--- src/rtl/usb_tx_pkg.sv ---
// Shared types and constants for the USB transmit packet sequencer.
package usb_tx_pkg;

   typedef enum logic [2:0] {
      ST_IDLE,
      ST_SYNC,
      ST_DATA,
      ST_DRAIN,
      ST_EOP,
      ST_DONE
   } tx_state_t;

   localparam logic [7:0] SYNC_LAST_BYTE = 8'h80;
   localparam logic [7:0] SYNC_FILL_BYTE = 8'h00;

   // SYNC is all fill bytes except the final one, giving line order 0...01.
   function automatic logic [7:0] sync_byte(logic [1:0] idx, logic [1:0] last_idx);
      return (idx == last_idx) ? SYNC_LAST_BYTE : SYNC_FILL_BYTE;
   endfunction

endpackage

--- src/rtl/usb_tx_stage.sv ---
// One-deep staging register between the packet builder and the sequencer.
module usb_tx_stage (
   input  logic       clk,
   input  logic       rst,
   input  logic       clr,
   input  logic       accept_en,
   input  logic [7:0] in_data,
   input  logic       in_valid,
   input  logic       in_last,
   input  logic       take,
   output logic       in_ready,
   output logic       stage_valid,
   output logic [7:0] stage_data,
   output logic       stage_last
);

   assign in_ready = accept_en && !stage_valid;

   always_ff @(posedge clk) begin
      if (rst || clr) begin
         stage_valid <= 1'b0;
         stage_data  <= '0;
         stage_last  <= 1'b0;
      end else if (in_valid && in_ready) begin
         stage_valid <= 1'b1;
         stage_data  <= in_data;
         stage_last  <= in_last;
      end else if (take) begin
         stage_valid <= 1'b0;
      end
   end

endmodule

--- src/rtl/usb_tx_sequencer.sv ---
// USB transmit sequencer: SYNC, staged payload, stuffer drain and SE0 EOP,
// with truncation flagging on underrun or length overflow.
module usb_tx_sequencer
   import usb_tx_pkg::*;
#(
   parameter int SYNC_BITS = 8,
   parameter int MAX_BYTES = 1026,
   parameter int EOP_BITS  = 2
) (
   input  logic                           clk,
   input  logic                           rst,
   input  logic                           tx_start,
   input  logic [7:0]                     in_data,
   input  logic                           in_valid,
   input  logic                           in_last,
   output logic                           in_ready,
   output logic                           piso_load,
   output logic [7:0]                     piso_data,
   input  logic                           piso_done,
   input  logic                           stuffer_done,
   output logic                           nrzi_enable,
   output logic                           se0,
   output logic                           tx_busy,
   output logic                           tx_done,
   output logic                           tx_err,
   output logic [$clog2(MAX_BYTES+1)-1:0] byte_count
);

   localparam int SYNC_BYTES = SYNC_BITS / 8;
   localparam int CNT_W      = $clog2(MAX_BYTES + 1);
   localparam int EOP_W      = (EOP_BITS > 1) ? $clog2(EOP_BITS) : 1;

   localparam logic [1:0]       SYNC_LAST_IDX = 2'(SYNC_BYTES - 1);
   localparam logic [7:0]       SYNC_FIRST    = sync_byte(2'd0, SYNC_LAST_IDX);
   localparam logic [CNT_W-1:0] CNT_MAX       = CNT_W'(MAX_BYTES);
   localparam logic [EOP_W-1:0] EOP_RELOAD    = EOP_W'(EOP_BITS - 1);

   tx_state_t        state;
   logic [1:0]       sync_idx;
   logic [EOP_W-1:0] eop_cnt;
   logic             first_load;
   logic             err;
   logic             payload_closed;
   logic             stage_valid;
   logic             stage_last;
   logic [7:0]       stage_data;
   logic             accept_en;
   logic             take;
   logic             done_load;
   logic [7:0]       load_byte;

   assign accept_en = (state == ST_SYNC || state == ST_DATA) && !payload_closed;

   usb_tx_stage u_stage (
      .clk         (clk),
      .rst         (rst),
      .clr         (state == ST_DONE),
      .accept_en   (accept_en),
      .in_data     (in_data),
      .in_valid    (in_valid),
      .in_last     (in_last),
      .take        (take),
      .in_ready    (in_ready),
      .stage_valid (stage_valid),
      .stage_data  (stage_data),
      .stage_last  (stage_last)
   );

   // Loads issued on piso_done are combinational so the next byte follows
   // with zero idle bits; only the SYNC entry load comes from a register.
   always_comb begin
      done_load = 1'b0;
      load_byte = '0;
      take      = 1'b0;
      if (piso_done) begin
         case (state)
            ST_SYNC: begin
               if (sync_idx == SYNC_LAST_IDX) begin
                  if (stage_valid) begin
                     done_load = 1'b1;
                     load_byte = stage_data;
                     take      = 1'b1;
                  end
               end else begin
                  done_load = 1'b1;
                  load_byte = sync_byte(sync_idx + 2'd1, SYNC_LAST_IDX);
               end
            end
            ST_DATA: begin
               if (stage_valid && !payload_closed) begin
                  done_load = 1'b1;
                  load_byte = stage_data;
                  take      = 1'b1;
               end
            end
            default: ;
         endcase
      end
   end

   assign piso_load = first_load | done_load;
   assign piso_data = first_load ? SYNC_FIRST : load_byte;

   always_ff @(posedge clk) begin
      if (rst) begin
         state          <= ST_IDLE;
         sync_idx       <= '0;
         eop_cnt        <= '0;
         first_load     <= 1'b0;
         err            <= 1'b0;
         payload_closed <= 1'b0;
         nrzi_enable    <= 1'b0;
         se0            <= 1'b0;
         tx_busy        <= 1'b0;
         tx_done        <= 1'b0;
         tx_err         <= 1'b0;
         byte_count     <= '0;
      end else begin
         first_load <= 1'b0;
         tx_done    <= 1'b0;
         tx_err     <= 1'b0;
         case (state)
            ST_IDLE: begin
               if (tx_start) begin
                  state          <= ST_SYNC;
                  first_load     <= 1'b1;
                  sync_idx       <= '0;
                  byte_count     <= '0;
                  err            <= 1'b0;
                  payload_closed <= 1'b0;
                  tx_busy        <= 1'b1;
                  nrzi_enable    <= 1'b1;
               end
            end
            ST_SYNC: begin
               if (piso_done) begin
                  if (sync_idx != SYNC_LAST_IDX) begin
                     sync_idx <= sync_idx + 2'd1;
                  end else if (stage_valid) begin
                     state <= ST_DATA;
                  end else begin
                     err   <= 1'b1;
                     state <= ST_DRAIN;
                  end
               end
            end
            ST_DATA: begin
               if (piso_done && (payload_closed || !stage_valid)) begin
                  if (!payload_closed) err <= 1'b1;
                  state <= ST_DRAIN;
               end
            end
            ST_DRAIN: begin
               if (stuffer_done) begin
                  state       <= ST_EOP;
                  se0         <= 1'b1;
                  nrzi_enable <= 1'b0;
                  eop_cnt     <= EOP_RELOAD;
               end
            end
            ST_EOP: begin
               if (eop_cnt == '0) begin
                  state   <= ST_DONE;
                  se0     <= 1'b0;
                  tx_done <= 1'b1;
                  tx_err  <= err;
               end else begin
                  eop_cnt <= eop_cnt - 1'b1;
               end
            end
            ST_DONE: begin
               state          <= ST_IDLE;
               tx_busy        <= 1'b0;
               err            <= 1'b0;
               payload_closed <= 1'b0;
            end
            default: state <= ST_IDLE;
         endcase
         // Payload bookkeeping shared by the SYNC->DATA handoff and DATA loads.
         if (take) begin
            if (byte_count != CNT_MAX) byte_count <= byte_count + 1'b1;
            if (stage_last) begin
               payload_closed <= 1'b1;
            end else if (byte_count == CNT_MAX - 1'b1) begin
               payload_closed <= 1'b1;
               err            <= 1'b1;
            end
         end
      end
   end

endmodule
--- config.mk ---
export PLATFORM = sky130hd
export DESIGN_NAME = usb_tx_sequencer
export DESIGN_NICKNAME = d
export VERILOG_FILES = /design/src/rtl/usb_tx_pkg.sv /design/src/rtl/usb_tx_stage.sv /design/src/rtl/usb_tx_sequencer.sv
export SDC_FILE = /design/constraint.sdc
export NUM_CORES = 1
export LEC_CHECK = 0
export CAP_MARGIN = 40
export CORE_MARGIN = 2
export CORE_UTILIZATION = 30
export CTS_CLUSTER_SIZE = 28
export DETAILED_ROUTE_END_ITERATION = 10
export DONT_BUFFER_PORTS = 1
export HOLD_SLACK_MARGIN = 0.1
export SLEW_MARGIN = 25
export SYNTH_ARGS = -nofsm -noshare
export SYNTH_HDL_FRONTEND = slang
export SYNTH_SLANG_ARGS = --single-unit
--- constraint.sdc ---
create_clock -name clk -period 3.25 [get_ports clk]
set_input_delay 0.975 -clock clk [delete_from_list [all_inputs] [get_ports clk]]
set_output_delay 0.975 -clock clk [all_outputs]
set_load 0.01 [all_outputs]
==> results.sh, run 1 <==
export IMPL_synth_seq_cells=35
export IMPL_hp_class="reg2reg"
export IMPL_synth_area_leader_cell="dfxtp_1"
export IMPL_synth_distinct_cells=52
export IMPL_max_freq_ghz=0.340
export IMPL_dp_slack_ps=309
export IMPL_worstSetupPathType="in2out"
export IMPL_outcome="complete, no violations"
export IMPL_slew_viol_final=0
export IMPL_synth_main_ff_cell="dfxtp_1"
export IMPL_arrival_ps=1970
export IMPL_dieArea_sq_um=6860
export IMPL_startpoint="piso_done"
export IMPL_routed_wl_mm=4.24
export IMPL_io_pins=41
export IMPL_yosysWarnings=0
export IMPL_yosys_top_cells_area="dfxtp_1 (38%), mux2i_1 (5.4%), a21oi_1 (4.0%)"
export IMPL_grt_pass1_wl_mm=7.04
export IMPL_cellPowerDensity_nw_per_um2=499
export IMPL_antenna_found_initial=0
export IMPL_crit_path_start_kind="input port"
export IMPL_num_fill_cells=633
export IMPL_grt_usage_pct=12.4
export IMPL_min_period_over_period_pct=90.6
export IMPL_postCtsHoldBufs=0
export IMPL_rsz0062_at_grt="no"
export IMPL_grt_pass1_vias=1457
export IMPL_cts_resized=0
export IMPL_dpl_cell_area_sq_um=1920
export IMPL_initial_core_util_pct=31.3
export IMPL_tritoncts="built"
export IMPL_num_rows=28
export IMPL_synthDominantCellAreaShare_pct=37.6
export IMPL_hold_viol=0
export IMPL_drive_gt1_share_pct=7.83
export IMPL_r2r_start="state[0]$_SDFFE_PP0P_"
export IMPL_netlist_area_sq_um=1860
export IMPL_worst_pin_slew_ps=617
export IMPL_min_period_ps=2940
export IMPL_finalHoldWorstSlack_ps=470
export IMPL_critical_path_max_fanout=7
export IMPL_min_from="sync_idx[1]$_SDFFE_PP0P_"
export IMPL_p_leak_nw=0.766
export IMPL_cp_end_kind="output pin"
export IMPL_synth_nets=240
export IMPL_io_buffers=0
export IMPL_wl_per_cell_um=14.5
export IMPL_cts_sinks=35
export IMPL_ys_seq_area_share_pct=37.6
export IMPL_synth_edff_count=0
export IMPL_critPathRequiredTime_ps=2270
export IMPL_synthCells=220
export IMPL_drtIter0Drc=111
export IMPL_hpwl_mm=3.04
export IMPL_core_area_sq_um=5960
export IMPL_avgViaCountPerCell=5.51
export IMPL_cts_buffers_inserted=5
export IMPL_multi_input_area_sq_um=1080
export IMPL_peakVddDrop_mv=0.196
export IMPL_clock_skew_ps=5.36
export IMPL_seq_area_sq_um=701
export IMPL_dr_pass1_iters=4
export IMPL_die_y_um=82.8
export IMPL_fin_ws_ps=306
export IMPL_root_buffer="clkbuf_8"
export IMPL_clk_path_buf_depth=2
export IMPL_insertedDiodeCount=0
export IMPL_clkTransAtPathRegs_ps=70
export IMPL_finish_instance_area_sq_um=2030
export IMPL_cap_viol_max_count=0
export IMPL_gp_congestion=0.755
export IMPL_relSlewSlack_pct=58.8
export IMPL_post_cts_buffers=0
export IMPL_grt_overflow=0
export IMPL_fp_dieW_um=82.8
export IMPL_drcViolationCount=0
export IMPL_r2r_slack_ps=1160
export IMPL_h_tree_depth=2
export IMPL_synth_area_per_cell_sq_um=8.47
export IMPL_ant_nets=0
export IMPL_syn2layout_area_growth_pct=9.20
export IMPL_nets=236
export IMPL_vias=1609
export IMPL_async_flop_share_pct=0
export IMPL_fin_setup_tns_ps=0
export IMPL_setup_viol=0
export IMPL_clk_insertion_delay_late_ps=290
export IMPL_grt_max_degree=19
cells in the final DEF, fill, tap and decap left out, drive strengths merged, types with 6 or more instances in the layout:
master	instances
dfxtp	35
clkbuf	6
or4	7
inv	8
nand2	15
and2	10
o31ai	6
o21ai	6
nor2	19
mux2i	10
nand3	6
a21oi	15
kinds of logic after synthesis:
kind of cell    count (synthesis)  synth area share, %
simple gates                   97                 30.0
compound gates                 51                 18.6
flops                          35                 37.6
buf+inv                        21                 4.57
mux                            10                 5.37
fa+ha+maj                       5                 3.36
xor+xnor                        1                0.470
state kept, by name (all words and copies together), names as in the netlist:
signal / count
u_stage.stage_valid: 1
tx_err: 1
first_load: 1
u_stage.stage_last: 1
sync_idx: 2
u_stage.stage_data: 8
tx_done: 1
payload_closed: 1
se0: 1
eop_cnt: 1
byte_count: 11
state: 3
err: 1
tx_busy: 1
nrzi_enable: 1
per-stage QoR:
step	cells	power, mW	utilization (%)
3_3_place_gp	284	0.614	32.2
2_1_floorplan	220	0.594	-
4_1_cts	292	1.03	34.2
3_5_place_dp	284	0.616	32.2
6_report	292	1.02	34.2
5_1_grt	292	1.07	34.2
power breakdown:
part,internal [mW],switching [mW],total [mW]
registers,0.452,0.0310,0.483
clock network,0.248,0.161,0.409
logic,0.0538,0.0700,0.124
metal layers:
metal	GRT usage, %	wire (um)	up-vias	share of wire [%]
met4	4.92	54	0	1.3
li1	-	-	798	-
met3	4.37	298	6	7.0
met1	16.5	2010	758	47
met5	0	0	-	0
met2	18.2	1880	47	44
synthesized netlist by cell type (3+ instances only):
| library cell | number |
|---|---|
| o21ai_0 | 6 |
| nor2b_1 | 5 |
| ha_1 | 5 |
| a21oi_1 | 15 |
| nand4_1 | 5 |
| nand3b_1 | 3 |
| dfxtp_1 | 35 |
| clkbuf_1 | 6 |
| and2_1 | 10 |
| nand2b_1 | 4 |
| buf_2 | 5 |
| o31ai_1 | 6 |
| a211oi_1 | 5 |
| nor2_1 | 19 |
| nor4_1 | 4 |
| a21o_1 | 3 |
| inv_1 | 8 |
| or4_1 | 7 |
| nand2_1 | 15 |
| nand3_1 | 5 |
| mux2i_1 | 10 |
worst paths after layout:
| kind | to | depth (start not counted) |
|---|---|---|
| setup / recovery | piso_data[2] | 4 |
| hold reg to reg | sync_idx[1]$_SDFFE_PP0P_ | 2 |
| hold / removal | sync_idx[1]$_SDFFE_PP0P_ | 2 |
| setup reg to reg | byte_count[8]$_SDFF_PP0_ | 5 |
area by class of cell:
| cell class | instances | share of cell area, % |
|---|---|---|
| Sequential cell | 35 | 34.4 |
| Multi-Input combinational cell | 164 | 53.0 |
| Timing Repair Buffer | 2 | 0.738 |
| Tap cell | 75 | 4.61 |
| Clock inverter | 2 | 1.72 |
| Clock buffer | 6 | 4.06 |
| Inverter | 8 | 1.48 |
worst max-delay path, stage by stage:
cell and delay [ps]:
nor2b_1 300, o211ai_2 160, nor2_1 300, and2_1 240
Note: power is estimated with default switching activity, not from simulation.
==> run 2: changes to the inputs <==
Settings changed: CORE_UTILIZATION 30 to 35, CTS_BUF_LIST from default to sky130_fd_sc_hd__clkbuf_16, SETUP_SLACK_MARGIN from default to 0.1.
==> run 2 against run 1 <==
Against the previous run:
- worst hold slack worse by 4.8 ps
- clock power grew 8.3%
- global-route usage rose by 2.2 points
- clock skew decreased by 1.8 ps
- largest cell class unchanged
- highest routed layer unchanged
==> results.sh, run 2 (synthesis gave the netlist of run 1 again) <==
export IMPL_dr_pass1_iters=4
export IMPL_postCtsHoldBufs=0
export IMPL_cts_resized=0
export IMPL_min_period_ps=2970
export IMPL_cellPowerDensity_nw_per_um2=511
export IMPL_reg2reg_to="byte_count[9]$_SDFF_PP0_"
export IMPL_fin_setup_tns_ps=0
export IMPL_slowest_delay_ps=320
export IMPL_min_to="sync_idx[1]$_SDFFE_PP0P_"
export IMPL_fp_dieW_um=77.0
export IMPL_num_rows=26
export IMPL_slowest_stage="nor2b_1"
export IMPL_outcome="complete, no violations"
export IMPL_io_buffers=0
export IMPL_grt_pass1_vias=1446
export IMPL_arrival_ps=2000
export IMPL_reg2regPathDepth=7
export IMPL_peakVddDrop_mv=0.253
export IMPL_dieArea_sq_um=5920
export IMPL_cts_buffers_inserted=5
export IMPL_finish_instance_area_sq_um=2060
export IMPL_critPathRequiredTime_ps=2270
export IMPL_die_y_um=77.0
export IMPL_use_met2_pct=21.5
export IMPL_post_route_util_pct=40.2
export IMPL_vias=1586
export IMPL_p_leak_nw=0.786
export IMPL_finalHoldWorstSlack_ps=465
export IMPL_critical_path_top_delay_family="simple AND/OR/NAND/NOR gates"
export IMPL_drive_gt1_share_pct=7.34
export IMPL_crit_path_start_kind="input port"
export IMPL_max_freq_ghz=0.337
export IMPL_largest_reg_flops=11
export IMPL_min_period_over_period_pct=91.4
export IMPL_ant_nets=0
export IMPL_gp_congestion=0.775
export IMPL_antenna_found_initial=0
export IMPL_insertedDiodeCount=0
export IMPL_rsz0062_at_grt="no"
export IMPL_grt_overflow=0
export IMPL_hp_class="reg2reg"
export IMPL_hold_viol=0
export IMPL_critical_path_max_fanout=7
export IMPL_clock_skew_ps=3.60
export IMPL_avgViaCountPerCell=5.51
export IMPL_slew_viol_final=0
export IMPL_dpl_cell_area_sq_um=1920
export IMPL_use_met3_pct=4.59
export IMPL_critical_path_cell_chain="nor2b_1, o211ai_2, nor2_1, and2_1"
export IMPL_dp_slack_ps=279
export IMPL_cts_sinks=35
export IMPL_core_area_sq_um=5110
export IMPL_relSlewSlack_pct=59.6
export IMPL_root_buffer="clkbuf_16"
export IMPL_post_cts_buffers=0
export IMPL_initial_core_util_pct=36.5
export IMPL_use_met1_pct=18.8
export IMPL_tritoncts="built"
export IMPL_routed_wl_mm=4.09
export IMPL_hold_depth=2
export IMPL_cp_end_kind="output pin"
export IMPL_grt_pass1_wl_mm=7.02
export IMPL_top_register="byte_count"
export IMPL_grt_usage_pct=14.6
export IMPL_cap_viol_max_count=0
export IMPL_drtIter0Drc=124
export IMPL_syn2layout_area_growth_pct=10.3
export IMPL_nets=237
export IMPL_top_regs="byte_count (11), u_stage.stage_data (8), state (3)"
export IMPL_clkTransAtPathRegs_ps=50
export IMPL_grt_busiest_layer="met2"
export IMPL_io_pins=41
export IMPL_worst_pin_slew_ps=604
export IMPL_layout_commonest_cell="dfxtp_1"
export IMPL_hpwl_mm=2.93
export IMPL_cp_num_buf_inv=0
export IMPL_mostFrequentLayoutCells="dfxtp_1 (35), nor2_1 (19), nand2_1 (15), a21oi_1 (15)"
export IMPL_h_tree_depth=2
export IMPL_drcViolationCount=0
export IMPL_r2r_start="sync_idx[0]$_SDFFE_PP0P_"
export IMPL_r2r_slack_ps=1280
export IMPL_min_from="sync_idx[1]$_SDFFE_PP0P_"
export IMPL_fin_ws_ps=280
export IMPL_clk_insertion_delay_late_ps=270
export IMPL_wl_per_cell_um=14.2
export IMPL_setup_viol=0
export IMPL_worstSetupPathType="in2out"
export IMPL_clk_path_buf_depth=2
export IMPL_grt_max_degree=19
## run 2: changes by cell type in the layout (fill, tap and decap cells not counted)
cell,change
bufinv_16,-1
buf_4,+1
clkbuf_16,+5
clkbuf_8,-6
inv_1,+2
## run 2: metrics by stage
step,power [mW],std cells
finish,1.05,288
detailed placement,0.618,280
floorplan,0.594,220
global placement,0.616,280
global route,1.11,288
CTS,1.07,288
## run 2: metal layers
layer  vias up  wire length [um]
li1        802                 -
met5         -                 0
met2        52              1760
met3         6               321
met4         0                85
met1       726              1930
## run 2: report_power, final
group / switching (mW) / internal (mW)
logic: 0.0755 / 0.0561
clock network: 0.167 / 0.276
registers: 0.0242 / 0.452
total: 0.266 / 0.785
## run 2: tightest hold or removal path: cells and delay by family, from the launching register on
kind | cells | cell delay, ps
flip-flops | 1 | 320
AND/OR/NAND/NOR | 1 | 50
AO/OA/AOI/OAI | 1 | 50
## run 2: how the worst max path moves through the flow
| stage | from | slack (ps) | end | cells past startpoint |
|---|---|---|---|---|
| floorplan | piso_done | 300 | piso_data[0] | 5 |
| global placement | piso_done | 360 | piso_data[4] | 4 |
| detailed placement | piso_done | 280 | piso_data[3] | 4 |
| CTS | piso_done | 270 | piso_data[3] | 4 |
| global route | piso_done | 110 | piso_data[2] | 4 |
| finish | piso_done | 280 | piso_data[3] | 4 |
## run 2: final cells by class
type | count | area (sq um)
fill | 540 | 3050
sequential | 35 | 701
multi-input combinational | 164 | 1080
timing repair buffer | 3 | 22.5
tap | 70 | 87.6
inverter | 8 | 30.0
clock buffer | 5 | 125
clock inverter | 3 | 12.5
==> run 3: changes to the inputs <==
Settings changed: CTS_CLUSTER_DIAMETER from default to 30, CTS_CLUSTER_SIZE 28 to 12.
==> results of run 3 <==
Final layout, timing and power as in run 2 (identical DEF).
